==> src/rtl/bin2bcd_seq_pkg.sv <==
// Shared constants, FSM encoding and elaboration helpers for the binary-to-BCD converter.
package bin2bcd_seq_pkg;

    localparam int unsigned BCD_W       = 4;
    localparam int unsigned ADD3_THRESH = 5;

    typedef enum logic {
        IDLE  = 1'b0,
        SHIFT = 1'b1
    } state_t;

    // Ceiling log2; returns 0 for v <= 1.
    function automatic int unsigned clog2(input int unsigned v);
        int unsigned r;
        r = 0;
        while ((64'(1) << r) < 64'(v)) begin
            r = r + 1;
        end
        return r;
    endfunction

    // True when 10^digits exceeds the largest width-bit unsigned value.
    function automatic bit range_ok(input int unsigned width, input int unsigned digits);
        longint unsigned maxv;
        longint unsigned p;
        maxv = (width >= 63) ? 64'h7fff_ffff_ffff_ffff : ((64'(1) << width) - 64'(1));
        p    = 64'(1);
        for (int unsigned i = 0; i < digits; i++) begin
            if (p > maxv) break;
            p = p * 64'(10);
        end
        return p > maxv;
    endfunction

endpackage

==> src/rtl/bin2bcd_seq_add3.sv <==
// Double-dabble correction cell: adds 3 to a BCD digit of 5 or more.
module bcd_add3_cell
    import bin2bcd_seq_pkg::*;
(
    input  logic [BCD_W-1:0] din,
    output logic [BCD_W-1:0] dout_c
);

    // Digits >= 5 would exceed 9 after doubling, so pre-correct them.
    assign dout_c = (din >= BCD_W'(ADD3_THRESH)) ? (din + BCD_W'(3)) : din;

endmodule

==> src/rtl/bin2bcd_seq.sv <==
// Sequential binary-to-BCD converter, one double-dabble step per clock,
// with start/busy/done handshake and a leading-zero blanking mask.
module bin2bcd_seq
    import bin2bcd_seq_pkg::*;
#(
    parameter int unsigned WIDTH  = 8,
    parameter int unsigned DIGITS = 3
)(
    input  logic                  clk,
    input  logic                  rst,
    input  logic                  start,
    input  logic [WIDTH-1:0]      bin,
    output logic                  busy,
    output logic                  done,
    output logic [4*DIGITS-1:0]   bcd,
    output logic [DIGITS-1:0]     blank
);

    localparam int unsigned SCR_W     = BCD_W * DIGITS;
    localparam int unsigned CNT_RAW   = clog2(WIDTH);
    localparam int unsigned CNT_W     = (CNT_RAW < 1) ? 1 : CNT_RAW;
    localparam logic [CNT_W-1:0] LAST_CNT = CNT_W'(WIDTH - 1);

    // Reject configurations whose digit count cannot hold the largest input.
    generate
        if (!range_ok(WIDTH, DIGITS)) begin : g_range_err
            $error("bin2bcd_seq: 10**DIGITS must exceed 2**WIDTH-1");
        end
    endgenerate

    state_t               state;
    logic [WIDTH-1:0]     bin_q;
    logic [SCR_W-1:0]     scratch;
    logic [CNT_W-1:0]     cnt;

    logic [SCR_W-1:0]     adj_c;
    logic [SCR_W-1:0]     shifted_c;
    logic [DIGITS-1:0]    blank_nxt_c;

    // Per-digit add-3 correction on the scratch register, no inter-digit carry.
    generate
        for (genvar g = 0; g < DIGITS; g++) begin : g_add3
            bcd_add3_cell u_add3 (
                .din    (scratch[g*BCD_W +: BCD_W]),
                .dout_c (adj_c[g*BCD_W +: BCD_W])
            );
        end
    endgenerate

    // Corrected scratch shifted left, pulling in the next binary MSB.
    assign shifted_c = {adj_c[SCR_W-2:0], bin_q[WIDTH-1]};

    // Leading-zero mask from the post-shift result; units digit never blanked.
    always_comb begin
        logic all_zero;
        blank_nxt_c = '0;
        all_zero    = 1'b1;
        for (int i = int'(DIGITS) - 1; i >= 1; i--) begin
            all_zero       = all_zero & (shifted_c[i*BCD_W +: BCD_W] == '0);
            blank_nxt_c[i] = all_zero;
        end
    end

    // Handshake FSM, shift datapath and registered results.
    always_ff @(posedge clk) begin
        if (rst) begin
            state   <= IDLE;
            bin_q   <= '0;
            scratch <= '0;
            cnt     <= '0;
            busy    <= 1'b0;
            done    <= 1'b0;
            bcd     <= '0;
            blank   <= ~DIGITS'(1);
        end else begin
            done <= 1'b0;
            case (state)
                IDLE: begin
                    if (start) begin
                        bin_q   <= bin;
                        scratch <= '0;
                        cnt     <= '0;
                        busy    <= 1'b1;
                        state   <= SHIFT;
                    end
                end
                SHIFT: begin
                    scratch <= shifted_c;
                    bin_q   <= bin_q << 1;
                    cnt     <= cnt + CNT_W'(1);
                    if (cnt == LAST_CNT) begin
                        bcd   <= shifted_c;
                        blank <= blank_nxt_c;
                        done  <= 1'b1;
                        busy  <= 1'b0;
                        cnt   <= '0;
                        state <= IDLE;
                    end
                end
                default: begin
                    state <= IDLE;
                end
            endcase
        end
    end

endmodule

==> config.mk <==
export PLATFORM = sky130hd
export DESIGN_NAME = bin2bcd_seq
export DESIGN_NICKNAME = d
export VERILOG_FILES = /design/src/rtl/bin2bcd_seq_pkg.sv /design/src/rtl/bin2bcd_seq_add3.sv /design/src/rtl/bin2bcd_seq.sv
export SDC_FILE = /design/constraint.sdc
export NUM_CORES = 1
export LEC_CHECK = 0
export CAP_MARGIN = 25
export CORE_ASPECT_RATIO = 2
export CORE_MARGIN = 5
export CORE_UTILIZATION = 32
export DETAILED_ROUTE_END_ITERATION = 6
export PLACE_DENSITY = 0.63
export SLEW_MARGIN = 30
export SYNTH_ARGS = -nofsm -noshare
export SYNTH_HDL_FRONTEND = slang
export SYNTH_SLANG_ARGS = --single-unit
==> constraint.sdc <==
create_clock -name clk -period 1.6 [get_ports clk]
set_input_delay 0.32 -clock clk [delete_from_list [all_inputs] [get_ports clk]]
set_output_delay 0.32 -clock clk [all_outputs]
set_load 0.02 [all_outputs]
# After elaboration in Yosys (flattened, before gate mapping)
# Cells that the tools add are included.
dict set report classes {
  add_sub_neg 4
  order_cmp 3
  n_eq_ne 3
  mux 17
  n_bitwise 2
  n_reduce_logical 5
}
# op count
set ops {}
lappend ops {{one-hot mux 12 bit (2 select lines)} 1}
lappend ops {{one-hot mux 8 bit (2 select lines)} 1}
lappend ops {{>= comparator 4 x 3 -> 1 bit, second input constant} 3}
lappend ops {{2-to-1 mux 12 bit} 1}
lappend ops {{2-to-1 mux 3 bit} 3}
lappend ops {{adder 4 x 2 -> 4 bit, second input constant} 2}
lappend ops {{logical NOT 4 bit} 2}
lappend ops {{2-to-1 mux 4 bit} 2}
lappend ops {{2-to-1 mux 8 bit} 1}
lappend ops {{one-hot mux 3 bit (2 select lines)} 1}
lappend ops {{2-to-1 mux 1 bit} 5}
lappend ops {{one-hot mux 1 bit (2 select lines)} 2}
lappend ops {{AND reduction 2 bit} 2}
lappend ops {{adder 3 x 1 -> 3 bit, second input constant} 1}
lappend ops {{adder 3 x 2 -> 3 bit, second input constant} 1}
lappend ops {{== test 3 bit, second input constant} 1}
lappend ops {{!= test 2 x 1 -> 1 bit, second input constant} 1}
lappend ops {{!= test 2 bit, second input constant} 1}
lappend ops {{OR reduction 2 bit} 1}
lappend ops {{AND 1 bit} 1}
lappend ops {{inverter 1 bit} 1}
dict set report totals {
  reg_bits 40
  inputBits 11
  out_inout_bits 17
  wordCells 42
}

# Depth between registers and ports, before layout
dict set report depth {
  depth_word 4
  mapped_depth 7
  ltp_nobuf 7
}

# Modules after synthesis
# A second synthesis with hierarchy kept.
dict set report hier_totals {
  cells_unflattened 226
  hier_area_um2 1904.3
}
# mod n_inst cells_each area_per_inst_um2 seq_area_each_um2
set by_module_without_submodules {}
lappend by_module_without_submodules {bin2bcd_seq 1 178 1600.3 800.8}
lappend by_module_without_submodules {bcd_add3_cell 3 16 101.3 0.0}

# Least setup slack after synthesis
# Ideal clock, no wire load.
dict set report synth_timing {
  kind {reg2reg}
  startpoint {register scratch[8]}
  endpoint {register blank[1]}
  setup_ps 96
  t_arrival_ps 1559
  t_required_ps 1504
  slack_ps -55
  path_stages_with_launch 8
  n_path_buf 0
  period_less_slack_ps 1655
  cell_sequence {dfxtp_1 > inv_1 > ha_1 > nand2b_1 > a21oi_2 > mux2i_1 > nand3_2 > o41ai_2}
}
dict set report synth_via {
  elab_chain_len 4
  elab_cells_between_ends 5
  classes_between {1 x add/sub; 1 x order compare; 1 x mux; 1 x bitwise; 1 x reduce/logical}
}
# element line
set synth_rtl {}
lappend synth_rtl {{start, declared} bin2bcd_seq.sv:33} ;# logic [SCR_W-1:0] scratch;
lappend synth_rtl {{start signal, assigned} bin2bcd_seq.sv:88} ;# scratch <= shifted_c;
lappend synth_rtl {{>= comparator 4 x 3 -> 1 bit / adder 3 x 2 -> 3 bit (equally long branches)} bin2bcd_seq_add3.sv:10} ;# assign dout_c = (din >= BCD_W'(ADD3_THRESH)) ? (din + BCD_W'(3)) : din;
lappend synth_rtl {{2-to-1 mux 3 bit *} bin2bcd_seq_add3.sv:10}
lappend synth_rtl {{logical NOT 4 bit *} bin2bcd_seq.sv:59} ;# all_zero = all_zero & (shifted_c[i*BCD_W +: BCD_W] == '0);
lappend synth_rtl {{AND 1 bit *} bin2bcd_seq.sv:59}
lappend synth_rtl {{end signal, assigned} bin2bcd_seq.sv:74} ;# blank <= ~DIGITS'(1);
lappend synth_rtl {{end signal, assigned} bin2bcd_seq.sv:93} ;# blank <= blank_nxt_c;
lappend synth_rtl {{end, declared} bin2bcd_seq.sv:16} ;# output logic [DIGITS-1:0] blank
# Mark *: on every way between the ends. The rest lies on a longest branch, timed or not.
# A chain may end at the register's enable or synchronous reset.

# Worst setup path after layout
dict set report layout_timing {
  startpoint {register busy}
  endpoint {output busy}
}
# element line
set layout_lines {}
lappend layout_lines {{start, declared} bin2bcd_seq.sv:13} ;# output logic busy,
lappend layout_lines {{start signal, assigned} bin2bcd_seq.sv:71} ;# busy <= 1'b0;
lappend layout_lines {{start signal, assigned} bin2bcd_seq.sv:83} ;# busy <= 1'b1;
lappend layout_lines {{start signal, assigned} bin2bcd_seq.sv:95} ;# busy <= 1'b0;
# No word-level cell between the ends.

==> metrics list <==
- For this run, the detailed router's first-pass iteration total came to 4.
- Initial antenna violation count: 0
* Maximum clock skew at final layout: approximately 0.004 ns
* Number of synthesized flops with an enable pin: 0
- For met3 alone, demand over resource in global routing was 0.0294.
* Leading register cell type out of synthesis: dfxtp_1
- Sort of element at the start of the critical path: register
- Deepest level of the CTS H-tree: 2
- Final RePlAce weighted congestion: 0.757
- Overall die area: 7640 um2
- Vias per cell: about 5.0
- Average size of a mapped cell: between 8 and 9 um2
- STA classifies the critical path endpoint as a primary output.
- Detailed routing inserted a total of approximately 1600 vias.
* Critical path startpoint: busy
* Sequential cell area in the final layout: 806 um2
* Number of distinct library cells after synthesis: 35
* Standard cell core area: between 5000 and 6000 um2
- Layer carrying the most global-route usage: met2
* Standard cell with the maximum stage delay on the critical path: clkdlybuf4s50_1
- Along the worst path, the maximum fanout reaches 2.
- Die extent in x: about 64 um
- For met1 alone, demand over resource in global routing was 0.114.
* Max cap viols: 0
* Placed wire-length estimate: 2850 um
- The flow ran to the end, and the final reports show no timing, DRC or antenna violations.
- In this run the core area contains 39 standard-cell rows.
- The first global-routing pass estimated between 7000 and 8000 um of wire.
- Number of buffers between clock root and the deepest sink: 2
- Inserted Diodes: 0
- In this run the tool buffered the top-level ports with 26 buffer cells.
* Global-route total usage across every layer: 0.118
* Maximum ir drop on the vdd rail: 0.612 mV
* YS warnings: 0
* Detailed-route wire length: around 4200 um
* Setup TNS: 0 ns
- Nets: between 200 and 300
- The number of global-route vias before repair was between 1500 and 2000.
* Fill cell total of the finished layout: 579
- Dividing the final minimum period by the clock period gives 0.968.
- The number of hold violations in the final report was 0.
- The analysis attributes to cell leakage a power of ~0.97 nW.
- The startpoint identified for the worst hold timing path is bcd[5].
- Compared with the post-synthesis result, the final layout area differs by 34.8%.
- Critical register-to-register path startpoint: scratch[1]
- When the netlist entered floorplanning its net count stood at roughly 250.
- Arrival time of data at the critical path endpoint: between 1 and 1.5 ns
* Reg2reg path depth: 7
* Type of the tightest min-delay check: reg2reg
* Sum of overflow across all layers after global routing: 0
- The number of buffers and inverters on the critical path is 1.
- Slew Limit Fails: 0
- Of all flip-flops after synthesis, the portion carrying an async set or reset was 0.
* Skew-Pair Late Insertion Delay: roughly 0.29 ns
- Number of cells in the finished layout apart from fillers: roughly 320
- For this run, the slowest stage of the critical path takes roughly 0.61 ns.
- After synthesis the netlist holds a flip-flop and latch count of 40.
- The worst setup path is of the reg2out kind.
- Count of pins on the block boundary: 28
- Die extent in y: around 120 um
* Number of stages on the worst hold path: 2
* Number of nets with antenna violations after detailed routing: 0
- Counting tap cells, the placed design contains a total of around 320 instances.
- Delay-heaviest family, CP: buffers and inverters
* Pin count of the biggest net entering global routing: slightly above 40
* Power, Total: about 0.0023 W
* End-of-flow core utilization: 0.443
- Setup violations remaining at the end of the flow were counted as 0.
* Post-Place Cell Area: between 2000 and 2500 um2
- The number of clock buffers added by TritonCTS is 5.
* Crit. path cell count: 1
- Maximum clock rate: ~650 MHz
- CTS tree: yes
- The detailed router finished its first iteration with 25 violations.
- In the final layout, the share of cells above drive strength 1 is 0.202.
- The clock period could shrink to ~1.5 ns.
* Combined area of all synthesized cells: 1890 um2
- Seq/Total Area, Yosys: 0.423
- In the synthesized netlist, the number of instances is approximately 230.
- In the global route stage, met2 resource usage came out at 0.215.
- Clock Pin Slew Worst Setup and Hold Paths: ~0.06 ns
- Initial standard-cell utilization of the core: 0.329
- Ordered list of cells on the worst path: clkdlybuf4s50_1
* Final instance area: about 2500 um2
- Routed wirelength normalized by instance count: 13.0 um
- For this run, design rule violations remaining after detail routing come to 0.
- At the worst endpoint, the required time is roughly 1.3 ns.
* Total number of clock tree sinks: 40
* Multi-input gate area in the final layout: 1060 um2
* Cell area power density: between 900 and 1000 nW/um2
* Cell at the root of the clock tree: clkbuf_16
area by class of cell:
cell class	instances	share of cell area
Multi-Input combinational cell	167	0.418
Sequential cell	40	0.316
Timing Repair Buffer	42	0.161
Clock buffer	5	0.0491
Tap cell	61	0.0299
Clock inverter	3	0.0167
Inverter	6	0.00981
worst register-to-register path: stages (launching register included):
cell and delay (ns):
dfxtp_2 0.33, inv_2 0.06, ha_1 0.16, nand2b_1 0.16, a21oi_2 0.23, mux2i_2 0.28, nand2_1 0.09, a21oi_1 0.13
registers in the layout, summed over array words and instances, names as in the netlist:
signal / cells
bcd: 12
bin_q: 8
blank: 2
busy: 1
cnt: 3
done: 1
scratch: 12
state: 1
placed cells by master, fill, tap and decap left out, drive strengths merged, types with 2 or more instances in the layout:
| cell | count |
|---|---|
| xnor2 | 3 |
| nor3 | 8 |
| clkdlybuf4s50 | 24 |
| nor2 | 36 |
| ha | 8 |
| nand2b | 7 |
| a211oi | 2 |
| dfxtp | 40 |
| mux2i | 12 |
| inv | 6 |
| nand3 | 3 |
| buf | 16 |
| o21ai | 5 |
| clkbuf | 5 |
| nand2 | 28 |
| nor3b | 8 |
| a21oi | 37 |
metrics by stage:
step	setup slack [ns]	hold slack, ns
after detailed placement	-0.0622	0.448
final	0.0513	0.453
after floorplan	0.00126	0.445
after global routing	-0.0304	0.478
after global placement	-0.0107	0.442
after CTS	0.0242	0.456
path summary, 6_finish.rpt:
path             to  slack [ns]
max            busy        0.05
min          bcd[5]        0.45
max reg2reg  bcd[2]        0.09
min reg2reg  bcd[5]        0.45
power by group:
| group | leakage, nW | total, W | switching [W] | internal, W |
|---|---|---|---|---|
| registers | 0.326 | 0.00103 | 0.0000121 | 0.00102 |
| clock network | 0.0798 | 0.00115 | 0.000418 | 0.000733 |
| logic | 0.562 | 0.000168 | 0.0000907 | 0.0000774 |
timing repair:
| item | 4_1_cts | 5_1_grt |
|---|---|---|
| pin swaps | 3 | 5 |
| hold buffers | 0 | 0 |
| buffers inserted | 1 | 0 |
| gates cloned | 0 | 0 |
| endpoints found under the setup margin | 3 | 14 |
| gates resized for setup | 4 | 22 |
per-layer routing:
layer  wire length [um]  vias to the layer above
li1                   -                      834
met1               1620                      762
met2               2260                       31
met3                177                        9
met4                166                        0
met5                  0                        -
kinds of logic after synthesis:
logic type	count (synthesis)	share of synthesized area
and+or+nand+nor	94	0.231
buffers and inverters	21	0.0582
xor gates and xnor gates	3	0.0139
muxes	12	0.0635
DFF	40	0.423
other	1	0.00198
adders and majority gates	8	0.0529
AOI/OAI and AO/OA	49	0.155
synthesized netlist by cell type (3+ instances only):
master | n | area [um2]
clkbuf_1 | 6 | 22.5
o21ai_1 | 4 | 20.0
xnor2_1 | 3 | 26.3
nor3b_1 | 7 | 52.6
dfxtp_1 | 40 | 801
nand2b_1 | 7 | 43.8
nor3_1 | 8 | 40.0
mux2i_1 | 12 | 120
inv_1 | 5 | 18.8
a21oi_2 | 3 | 26.3
nor2_1 | 36 | 135
nand2_1 | 28 | 105
a21oi_1 | 34 | 170
buf_2 | 5 | 25.0
ha_1 | 8 | 100
No activity file was read; power rests on OpenSTA's default activity.
